`src/rtl/svm_pkg.sv`:
```
// Shared sizing and FSM encoding for the SVM dot-product engine.
package svm_pkg;
  localparam int DEPTH = 121;
  localparam int DW    = 9;
  localparam int AW    = 8;
  localparam int ACCW  = 25;

  typedef enum logic [1:0] {
    IDLE = 2'd0,
    RUN  = 2'd1,
    DONE = 2'd2
  } state_t;
endpackage

```
`src/rtl/svm_mac.sv`:
```
// Signed DW x DW multiply feeding an ACCW accumulator with clear and enable.
module svm_mac
  import svm_pkg::*;
(
  input  logic            clk,
  input  logic            i_clr,
  input  logic            i_en,
  input  logic [DW-1:0]   i_a,
  input  logic [DW-1:0]   i_b,
  output logic [ACCW-1:0] o_acc_next
);
  logic signed [2*DW-1:0] w_prod;
  logic signed [ACCW-1:0] w_prod_ext;
  logic signed [ACCW-1:0] w_sum;
  logic signed [ACCW-1:0] r_acc;

  assign w_prod     = $signed(i_a) * $signed(i_b);
  assign w_prod_ext = {{(ACCW-2*DW){w_prod[2*DW-1]}}, w_prod};
  assign w_sum      = r_acc + w_prod_ext;
  // Exposes the post-beat sum so the owner can latch the final term without a bubble.
  assign o_acc_next = w_sum;

  always_ff @(posedge clk) begin
    if (i_clr) begin
      r_acc <= '0;
    end else if (i_en) begin
      r_acc <= w_sum;
    end
  end
endmodule

```
`src/rtl/svm_dot_engine.sv`:
```
// Loads a coefficient vector into storage, then streams features against it
// and reports one signed dot product per run.
module svm_dot_engine
  import svm_pkg::*;
(
  input  logic            clk,
  input  logic            rst,
  input  logic            load_valid,
  input  logic [DW-1:0]   load_data,
  output logic            load_ready,
  input  logic            start,
  input  logic            feat_valid,
  input  logic [DW-1:0]   feat_data,
  output logic            feat_ready,
  output logic            busy,
  output logic            result_valid,
  output logic [ACCW-1:0] result,
  output logic [AW-1:0]   mem_addr,
  output logic            mem_read,
  output logic            mem_write,
  output logic [DW-1:0]   mem_wdata,
  input  logic [DW-1:0]   mem_rdata
);
  state_t          r_state;
  logic [AW-1:0]   r_load_ptr;
  logic [AW-1:0]   r_idx;
  logic [ACCW-1:0] r_result;

  logic            w_idle;
  logic            w_run;
  logic            w_start;
  logic            w_load_fire;
  logic            w_feat_fire;
  logic [ACCW-1:0] w_acc_next;

  assign w_idle      = (r_state == IDLE);
  assign w_run       = (r_state == RUN);
  assign w_start     = w_idle && start;
  assign w_load_fire = w_idle && load_valid && !start;
  assign w_feat_fire = w_run && feat_valid;

  svm_mac u_mac (
    .clk        (clk),
    .i_clr      (rst || w_start),
    .i_en       (w_feat_fire),
    .i_a        (mem_rdata),
    .i_b        (feat_data),
    .o_acc_next (w_acc_next)
  );

  always_ff @(posedge clk) begin
    if (rst) begin
      r_state    <= IDLE;
      r_load_ptr <= '0;
      r_idx      <= '0;
      r_result   <= '0;
    end else begin
      case (r_state)
        IDLE: begin
          if (start) begin
            r_state    <= RUN;
            r_idx      <= '0;
            r_load_ptr <= '0;
          end else if (load_valid) begin
            r_load_ptr <= (r_load_ptr == AW'(DEPTH-1)) ? '0 : r_load_ptr + 1'b1;
          end
        end
        RUN: begin
          if (feat_valid) begin
            if (r_idx == AW'(DEPTH-1)) begin
              r_state  <= DONE;
              r_result <= w_acc_next;
              r_idx    <= '0;
            end else begin
              r_idx <= r_idx + 1'b1;
            end
          end
        end
        DONE:    r_state <= IDLE;
        default: r_state <= IDLE;
      endcase
    end
  end

  assign load_ready   = w_idle && !start;
  assign feat_ready   = w_run;
  assign busy         = !w_idle;
  assign result_valid = (r_state == DONE);
  assign result       = r_result;
  assign mem_addr     = w_run ? r_idx : r_load_ptr;
  assign mem_read     = w_run;
  assign mem_write    = w_load_fire;
  assign mem_wdata    = w_load_fire ? load_data : '0;
endmodule

```
`config.mk`:
```
export PLATFORM = sky130hd
export DESIGN_NAME = svm_dot_engine
export DESIGN_NICKNAME = d
export VERILOG_FILES = /design/src/rtl/svm_pkg.sv /design/src/rtl/svm_mac.sv /design/src/rtl/svm_dot_engine.sv
export SDC_FILE = /design/constraint.sdc
export NUM_CORES = 1
export LEC_CHECK = 0
export CAP_MARGIN = 0
export CORE_MARGIN = 2
export CORE_UTILIZATION = 59
export CTS_CLUSTER_DIAMETER = 120
export DETAILED_ROUTE_END_ITERATION = 6
export GPL_ROUTABILITY_DRIVEN = 0
export HOLD_SLACK_MARGIN = 0.1
export PLACE_DENSITY = 0.82
export SETUP_SLACK_MARGIN = 0.02
export SLEW_MARGIN = 30
export SYNTH_ARGS = -nofsm -noshare
export SYNTH_HDL_FRONTEND = slang
export SYNTH_SLANG_ARGS = --single-unit
```
`constraint.sdc`:
```
create_clock -name clk -period 7.8 [get_ports clk]
set_input_delay 1.17 -clock clk [delete_from_list [all_inputs] [get_ports clk]]
set_output_delay 1.17 -clock clk [all_outputs]
set_load 0.05 [all_outputs]
```
==> flow_summary.json, run 1 <==
{
  "synth_ff_type": "dfxtp_1",
  "syn_area_per_cell_um2": 8.22,
  "clock-sinks": 68,
  "hold_path_class": "flip-flop to flip-flop",
  "path_max_fanout": 10,
  "rows": 41,
  "synth_adder_area_share_pct": 36.7,
  "final_core_util_pct": 69.6,
  "powerDensity_nw_per_um2": 451,
  "grt.total_usage_pct": 26.7,
  "rsz0062_at_grt": "false",
  "synth_area_leaders": "fa_1 (26%), dfxtp_1 (18%), ha_1 (11%)",
  "grt_pass1_wl_um": 31100,
  "slew_viol_final": 0,
  "diodes": 0,
  "hold_viol": 0,
  "critPathBufInv": 2,
  "register_area_um2": 1360,
  "layout_common_cells": "inv_1 (159), nand2_1 (147), fa_1 (100), clkdlybuf4s50_1 (79), dfxtp_1 (68)",
  "core_area_um2": 12700,
  "ant_nets": 0,
  "drc_errors": 0,
  "die-height_um": 119,
  "multiInputGateArea_um2": 5560,
  "clk_pin_slew_ns": 0.07,
  "synth_top_area_cell": "fa_1",
  "drtIter0Drc": 354,
  "p_total_mw": 3.99,
  "crit_path_frequent_cell": "fa_1",
  "synth_top_family_by_area": "adder cells",
  "cap_violations": 0,
  "viasPerCell": 5.64,
  "yosys.area_share.simple_pct": 20.5,
  "synthToLayoutAreaGrowth_pct": 14.2,
  "nets": 1187,
  "cellLeakagePower_nw": 4.10,
  "htreeDepth": 3,
  "synthesis.nets": 1142,
  "pre_cts_ws_ns": 0.775,
  "yosysTopAreaCellShare_pct": 25.8,
  "async_reset_ff_share_pct": 0,
  "synth_edf_count": 0,
  "synth_cells": 943,
  "io_buffers": 79,
  "slowest_stage": "fa_1",
  "slowest_delay_ns": 0.81,
  "initial_utilization_pct": 60.9,
  "path_cells": "clkdlybuf4s50_1 > nand2_1 > fa_1 > fa_1 > fa_1 > fa_1 > fa_1 > inv_1 > ha_1 > a21oi_1 > o21ai_0 > a221oi_1 > nand4_1 > mux2i_1 > a311o_1",
  "finalSetupViolCount": 0,
  "min_period_ns": 6.71,
  "status": "complete, no violations",
  "layout.cells.most_common": "inv_1",
  "synth_area_um2": 7750,
  "place_inst": 1149,
  "clk_latency_ns": 0.34,
  "synth_seq_area_share_pct": 17.6,
  "drt_wl_total_um": 17900,
  "ir_worst_vdd_v": 0.000313,
  "num-fill-cells": 1058,
  "cts_setup_buffers": 0,
  "vias": 6570,
  "dieArea_um2": 14100,
  "worstMarginPinSlew_ns": 0.968,
  "cts_hold_buf": 0,
  "cts_made_buffers": 9,
  "skew_ns": 0.00978,
  "cts_max_path_buffers": 2,
  "grt_remaining_overflow": 0,
  "critPathArrivalTime_ns": 6.99,
  "yosys.cell_types.count": 65,
  "wl_per_cell_um": 15.3,
  "cts-root-buf": "clkbuf_16",
  "synthXorXnorAreaFrac_pct": 2.49,
  "cts-resized-gates": 0,
  "slew_headroom_pct": 35.3,
  "criticalPathCategory": "input pin to flip-flop",
  "ys_ff_latch": 68,
  "dp.final_hpwl_um": 14200,
  "antenna_found_initial": 0,
  "fin_setup_tns_ns": 0,
  "muxShareOfSynthArea_pct": 0.275,
  "post-route-period-util_pct": 86.1,
  "die_w_um": 119,
  "crit_path_end_kind": "flip-flop",
  "max_freq_mhz": 149,
  "critPathTopFamily": "adder cells",
  "io_pins": 80,
  "fin_cells": 1165,
  "crit_path_start_kind": "input pin",
  "rrSetupSlack_ns": 3.65,
  "synth_compound_area_share_pct": 11.8,
  "drive_above_1_share_pct": 3.42,
  "critPathRequiredTime_ns": 8.08,
  "setup_slack_ns": 1.09,
  "drtPass1Iterations": 5,
  "grt_pass1_vias": 6616,
  "grt_max_degree": 31,
  "ys.warnings.count": 0,
  "cts_tree": "done"
}
[flip-flops by register name, indices dropped and copies added, names as in the netlist]
register / flops
r_load_ptr: 8
result: 25
r_idx: 8
r_state: 2
u_mac.r_acc: 25
[worst paths after layout]
path / from / end / cells after the start
worst min-delay path: result[3]$_SDFFE_PP0P_ / result[3]$_SDFFE_PP0P_ / 2
worst max-delay path: feat_data[0] / result[23]$_SDFFE_PP0P_ / 15
worst min register to register: result[3]$_SDFFE_PP0P_ / result[3]$_SDFFE_PP0P_ / 2
worst max register to register: u_mac.r_acc[8]$_SDFFE_PP0P_ / u_mac.r_acc[21]$_SDFFE_PP0P_ / 14
[tightest hold or removal path: cells and delay by family (launching register included)]
kind             cells  cell delay, ns
AO/OA/AOI/OAI        1            0.05
flip-flops           1            0.31
AND/OR/NAND/NOR      1            0.05
[cell usage after synthesis (14+ instances only)]
cell,number
ha_1,67
and3_1,14
nand4_1,16
nor2_1,44
o21ai_0,25
and2_1,29
nand2_1,147
inv_1,159
clkbuf_1,30
nand3_1,42
a21oi_1,57
fa_1,100
dfxtp_1,68
[power by group]
group          switching (mW)  leakage [nW]  internal (mW)  total, mW
registers              0.0275         0.549          0.386      0.413
logic                    2.04          3.43           1.15       3.18
clock network           0.172         0.129          0.220      0.392
total                    2.24          4.10           1.75       3.99
[area by class of cell]
class	count	area share [%]
flip-flops and latches	68	15.4
clock buffers	9	2.55
clock inverters	7	0.650
repair buffers	83	9.28
well taps	172	2.43
multi-input cells	665	62.9
inverters	161	6.84
[per-stage QoR]
stage / area [um^2] / hold slack [ns]
2_1_floorplan: 7750 / 0.436
3_5_place_dp: 8570 / 0.446
5_1_grt: 8850 / 0.470
3_3_place_gp: 8570 / 0.443
6_report: 8850 / 0.454
4_1_cts: 8850 / 0.454
[per-layer routing]
metal | share of wire (%) | GRT usage, % | vias up
li1 | - | - | 3136
met1 | 43 | 35.8 | 3156
met2 | 49 | 44.2 | 232
met3 | 5.8 | 4.39 | 46
met4 | 2.4 | 8.18 | 0
met5 | 0 | 0 | -
[cell families (layout without fill, tap and decap cells)]
kind of cell / after synthesis / in the layout
muxes: 2 / 2
AOI/OAI and AO/OA: 142 / 142
and+or+nand+nor: 332 / 332
buffers and inverters: 210 / 260
xor gates and xnor gates: 22 / 22
adders and majority gates: 167 / 167
DFF: 68 / 68
Note: power is estimated with default switching activity, not from simulation.
==> run 2: changes to the inputs <==
CORE_UTILIZATION = 60   (was 59)
DONT_BUFFER_PORTS = 1   (was unset)
PLACE_DENSITY = 0.76   (was 0.82)
==> flow_summary.json, run 2 (same netlist as run 1, synthesis figures left out) <==
{
  "post-route-period-util_pct": 77.3,
  "register_area_um2": 1360,
  "die-height_um": 118,
  "pre_cts_ws_ns": 1.54,
  "slew_viol_final": 0,
  "rows": 41,
  "wl_per_cell_um": 15.8,
  "synthToLayoutAreaGrowth_pct": 4.60,
  "grt.total_usage_pct": 26.4,
  "cts_max_path_buffers": 2,
  "cts_hold_buf": 0,
  "clk_latency_ns": 0.33,
  "io_pins": 80,
  "drtIter0Drc": 511,
  "hold_viol": 0,
  "multiInputGateArea_um2": 5580,
  "criticalPathCategory": "input pin to flip-flop",
  "worstMarginPinSlew_ns": 0.965,
  "setup_slack_ns": 1.77,
  "status": "complete, no violations",
  "drtPass1Iterations": 5,
  "critPathRequiredTime_ns": 8.08,
  "max_freq_mhz": 166,
  "ant_nets": 0,
  "fin_setup_tns_ns": 0,
  "clock-sinks": 68,
  "die_w_um": 118,
  "vias": 6180,
  "dieArea_um2": 13800,
  "htreeDepth": 3,
  "cts-resized-gates": 0,
  "drc_errors": 0,
  "crit_path_start_kind": "input pin",
  "layout.cells.most_common": "inv_1",
  "num-fill-cells": 1120,
  "critPathArrivalTime_ns": 6.31,
  "dp.final_hpwl_um": 13700,
  "reg2reg_depth": 14,
  "core_area_um2": 12600,
  "io_buffers": 0,
  "cts_tree": "done",
  "nets": 1107,
  "clk_pin_slew_ns": 0.06,
  "skew_ns": 0.00698,
  "slew_headroom_pct": 35.2,
  "grt_remaining_overflow": 0,
  "min_period_ns": 6.03,
  "rsz0062_at_grt": "false",
  "cts_made_buffers": 9,
  "drt_wl_total_um": 17200,
  "layout_common_cells": "inv_1 (159), nand2_1 (146), fa_1 (100), dfxtp_1 (68), ha_1 (67)",
  "path_max_fanout": 10,
  "grt_pass1_wl_um": 30400,
  "place_inst": 1069,
  "finalSetupViolCount": 0,
  "viasPerCell": 5.70,
  "hold_slack_ns": 0.464,
  "initial_utilization_pct": 61.4,
  "fin_cells": 1085,
  "grt_pass1_vias": 6368,
  "diodes": 0,
  "cts_setup_buffers": 0,
  "cap_violations": 0,
  "min_path_cells": 2,
  "drive_above_1_share_pct": 3.83,
  "antenna_found_initial": 0,
  "grt_max_degree": 31,
  "cts-root-buf": "clkbuf_16",
  "hold_path_class": "flip-flop to flip-flop",
  "crit_path_end_kind": "flip-flop"
}
==> run 2: cell types whose count changed in the layout (fill, tap and decap cells not counted), moves of 2 or more <==
cell,delta
bufinv_16,+2
clkdlybuf4s50_1,-79
clkinv_4,+2
clkinvlp_4,-2
inv_6,-3
o21ai_0,-2
o21ai_1,+2
==> run 2: critical path, stage by stage <==
cell	delay [ns]
nand2_1	0.10
fa_1	0.61
fa_1	0.55
fa_1	0.84
fa_1	0.51
fa_1	0.49
inv_1	0.04
ha_1	0.40
a21oi_1	0.25
o21ai_0	0.28
a221oi_1	0.61
nand4_1	0.16
mux2i_1	0.17
a311o_1	0.13
==> run 2: stage by stage <==
stage	area (um^2)	utilization (%)
CTS	8100	64.2
finish	8110	64.2
global route	8110	64.2
floorplan	7750	-
global placement	7770	61.6
detailed placement	7780	61.6
==> run 2: final timing paths <==
path,from,end,slack [ns]
worst max-delay path,feat_data[0],result[23]$_SDFFE_PP0P_,1.77
worst min register to register,u_mac.r_acc[13]$_SDFFE_PP0P_,u_mac.r_acc[13]$_SDFFE_PP0P_,0.46
worst max register to register,u_mac.r_acc[8]$_SDFFE_PP0P_,u_mac.r_acc[18]$_SDFFE_PP0P_,3.75
worst min-delay path,u_mac.r_acc[13]$_SDFFE_PP0P_,u_mac.r_acc[13]$_SDFFE_PP0P_,0.46
==> run 2: cell type report <==
| class | instances | area share, % |
|---|---|---|
| Multi-Input combinational cell | 665 | 68.8 |
| Inverter | 161 | 7.47 |
| Tap cell | 172 | 2.66 |
| Clock inverter | 7 | 1.22 |
| Clock buffer | 9 | 2.78 |
| Sequential cell | 68 | 16.8 |
| Timing Repair Buffer | 3 | 0.278 |
==> run 2: layer usage <==
metal | up-vias | track usage (%) | share of wire, %
li1 | 2986 | - | -
met1 | 2920 | 35.6 | 44
met2 | 230 | 43.5 | 47
met3 | 44 | 3.92 | 6.0
met4 | 0 | 9.19 | 2.9
met5 | - | 0 | 0
Power of run 2 is not shown: default switching activity piles up to over one toggle a cycle in this logic, so the estimate is an artifact.
==> run 3: changes to the inputs <==
clock period = 5.9 ns   (was 7.8 ns; I/O delays follow)
==> flow_summary.json, run 3 (same netlist as run 1, synthesis figures left out) <==
{
  "post-route-period-util_pct": 94.5,
  "dieArea_um2": 13800,
  "cts_max_path_buffers": 2,
  "rows": 41,
  "cts-root-buf": "clkbuf_16",
  "io_pins": 80,
  "viasPerCell": 5.70,
  "crit_path_start_kind": "input pin",
  "critPathArrivalTime_ns": 5.85,
  "criticalPathCategory": "input pin to flip-flop",
  "diodes": 0,
  "initial_utilization_pct": 61.4,
  "synthToLayoutAreaGrowth_pct": 6.44,
  "num-fill-cells": 1103,
  "finalSetupViolCount": 0,
  "io_buffers": 0,
  "drc_errors": 0,
  "grt_pass1_wl_um": 30700,
  "drtPass1Iterations": 5,
  "skew_ns": 0.00839,
  "drt_wl_total_um": 17800,
  "min_period_ns": 5.57,
  "drtIter0Drc": 404,
  "clock-sinks": 68,
  "stdcell_area_um2": 8250,
  "cts-resized-gates": 0,
  "max_freq_mhz": 179,
  "layout_common_cells": "inv_1 (159), nand2_1 (146), fa_1 (100), dfxtp_1 (68), ha_1 (67)",
  "clk_pin_slew_ns": 0.06,
  "rsz0062_at_grt": "false",
  "grt_remaining_overflow": 0,
  "vias": 6300,
  "cts_hold_buf": 0,
  "grt_pass1_vias": 6335,
  "drive_above_1_share_pct": 6.11,
  "htreeDepth": 3,
  "antenna_found_initial": 0,
  "cap_violations": 0,
  "grt_max_degree": 31,
  "grt.total_usage_pct": 27.0,
  "layout.cells.most_common": "inv_1",
  "core_area_um2": 12600,
  "die_w_um": 118,
  "wl_per_cell_um": 16.1,
  "hold_path_class": "flip-flop to flip-flop",
  "clk_latency_ns": 0.34,
  "nets": 1127,
  "critPathRequiredTime_ns": 6.18,
  "cts_tree": "done",
  "dp.final_hpwl_um": 14100,
  "die-height_um": 118,
  "ant_nets": 0,
  "status": "complete, no violations",
  "fin_setup_tns_ns": 0,
  "crit_path_end_kind": "flip-flop",
  "worstMarginPinSlew_ns": 0.970,
  "path_max_fanout": 9,
  "cts_setup_buffers": 0,
  "cts_made_buffers": 9,
  "hold_viol": 0,
  "dpl_cell_area_um2": 7930,
  "slew_headroom_pct": 34.9,
  "slew_viol_final": 0
}
-- run 3: cell types whose count changed in the layout (fill, tap and decap cells not counted), sizes merged --
| cell | previous run | this run |
|---|---|---|
| buf | 3 | 23 |
| clkinv | 5 | 2 |
| inv | 160 | 163 |
| bufinv | 2 | 1 |
| clkinvlp | 1 | 2 |
-- run 3: worst paths after layout --
kind                                from                            to  slack, ns  cells past startpoint
max                         feat_data[8]  u_mac.r_acc[20]$_SDFFE_PP0P_       0.33                     17
min          u_mac.r_acc[8]$_SDFFE_PP0P_   u_mac.r_acc[8]$_SDFFE_PP0P_       0.46                      2
max reg2reg  u_mac.r_acc[8]$_SDFFE_PP0P_  u_mac.r_acc[18]$_SDFFE_PP0P_       1.99                     14
min reg2reg  u_mac.r_acc[8]$_SDFFE_PP0P_   u_mac.r_acc[8]$_SDFFE_PP0P_       0.46                      2
-- run 3: per-layer routing --
layer	global-route usage, %	routed length (um)	vias to the layer above
met5	0	0	-
met4	8.73	422	0
met3	4.26	1060	38
met2	45.2	8710	198
met1	35.9	7630	3045
li1	-	-	3019
-- run 3: critical path, stage by stage --
cell,delay (ns)
clkinv_1,0.21
nor2_1,0.20
fa_1,0.45
fa_1,0.55
fa_1,0.54
fa_1,0.56
inv_1,0.06
fa_1,0.55
inv_1,0.05
ha_1,0.35
nand2_1,0.08
o21ai_0,0.32
buf_4,0.18
a221o_1,0.15
o22ai_1,0.15
or4_1,0.49
nand3_1,0.07
-- run 3: final cells by class --
| class | count | area [um^2] | area share, % |
|---|---|---|---|
| clock inverter | 7 | 80.1 | 0.971 |
| timing repair buffer | 23 | 173 | 2.09 |
| inverter | 161 | 606 | 7.34 |
| sequential | 68 | 1360 | 16.5 |
| tap | 172 | 215 | 2.61 |
| multi-input combinational | 665 | 5590 | 67.7 |
| clock buffer | 9 | 225 | 2.73 |
-- run 3: per-stage QoR --
| step | hold slack (ns) | cells | util (%) | setup slack [ns] |
|---|---|---|---|---|
| floorplan | 0.436 | 943 | - | 0.104 |
| global placement | 0.449 | 1089 | 62.8 | 0.0749 |
| detailed placement | 0.454 | 1089 | 62.8 | 0.0320 |
| CTS | 0.463 | 1105 | 65.3 | 0.350 |
| global route | 0.486 | 1105 | 65.4 | 0.0481 |
| finish | 0.463 | 1105 | 65.4 | 0.326 |
Power of run 3 is left out for the same reason.
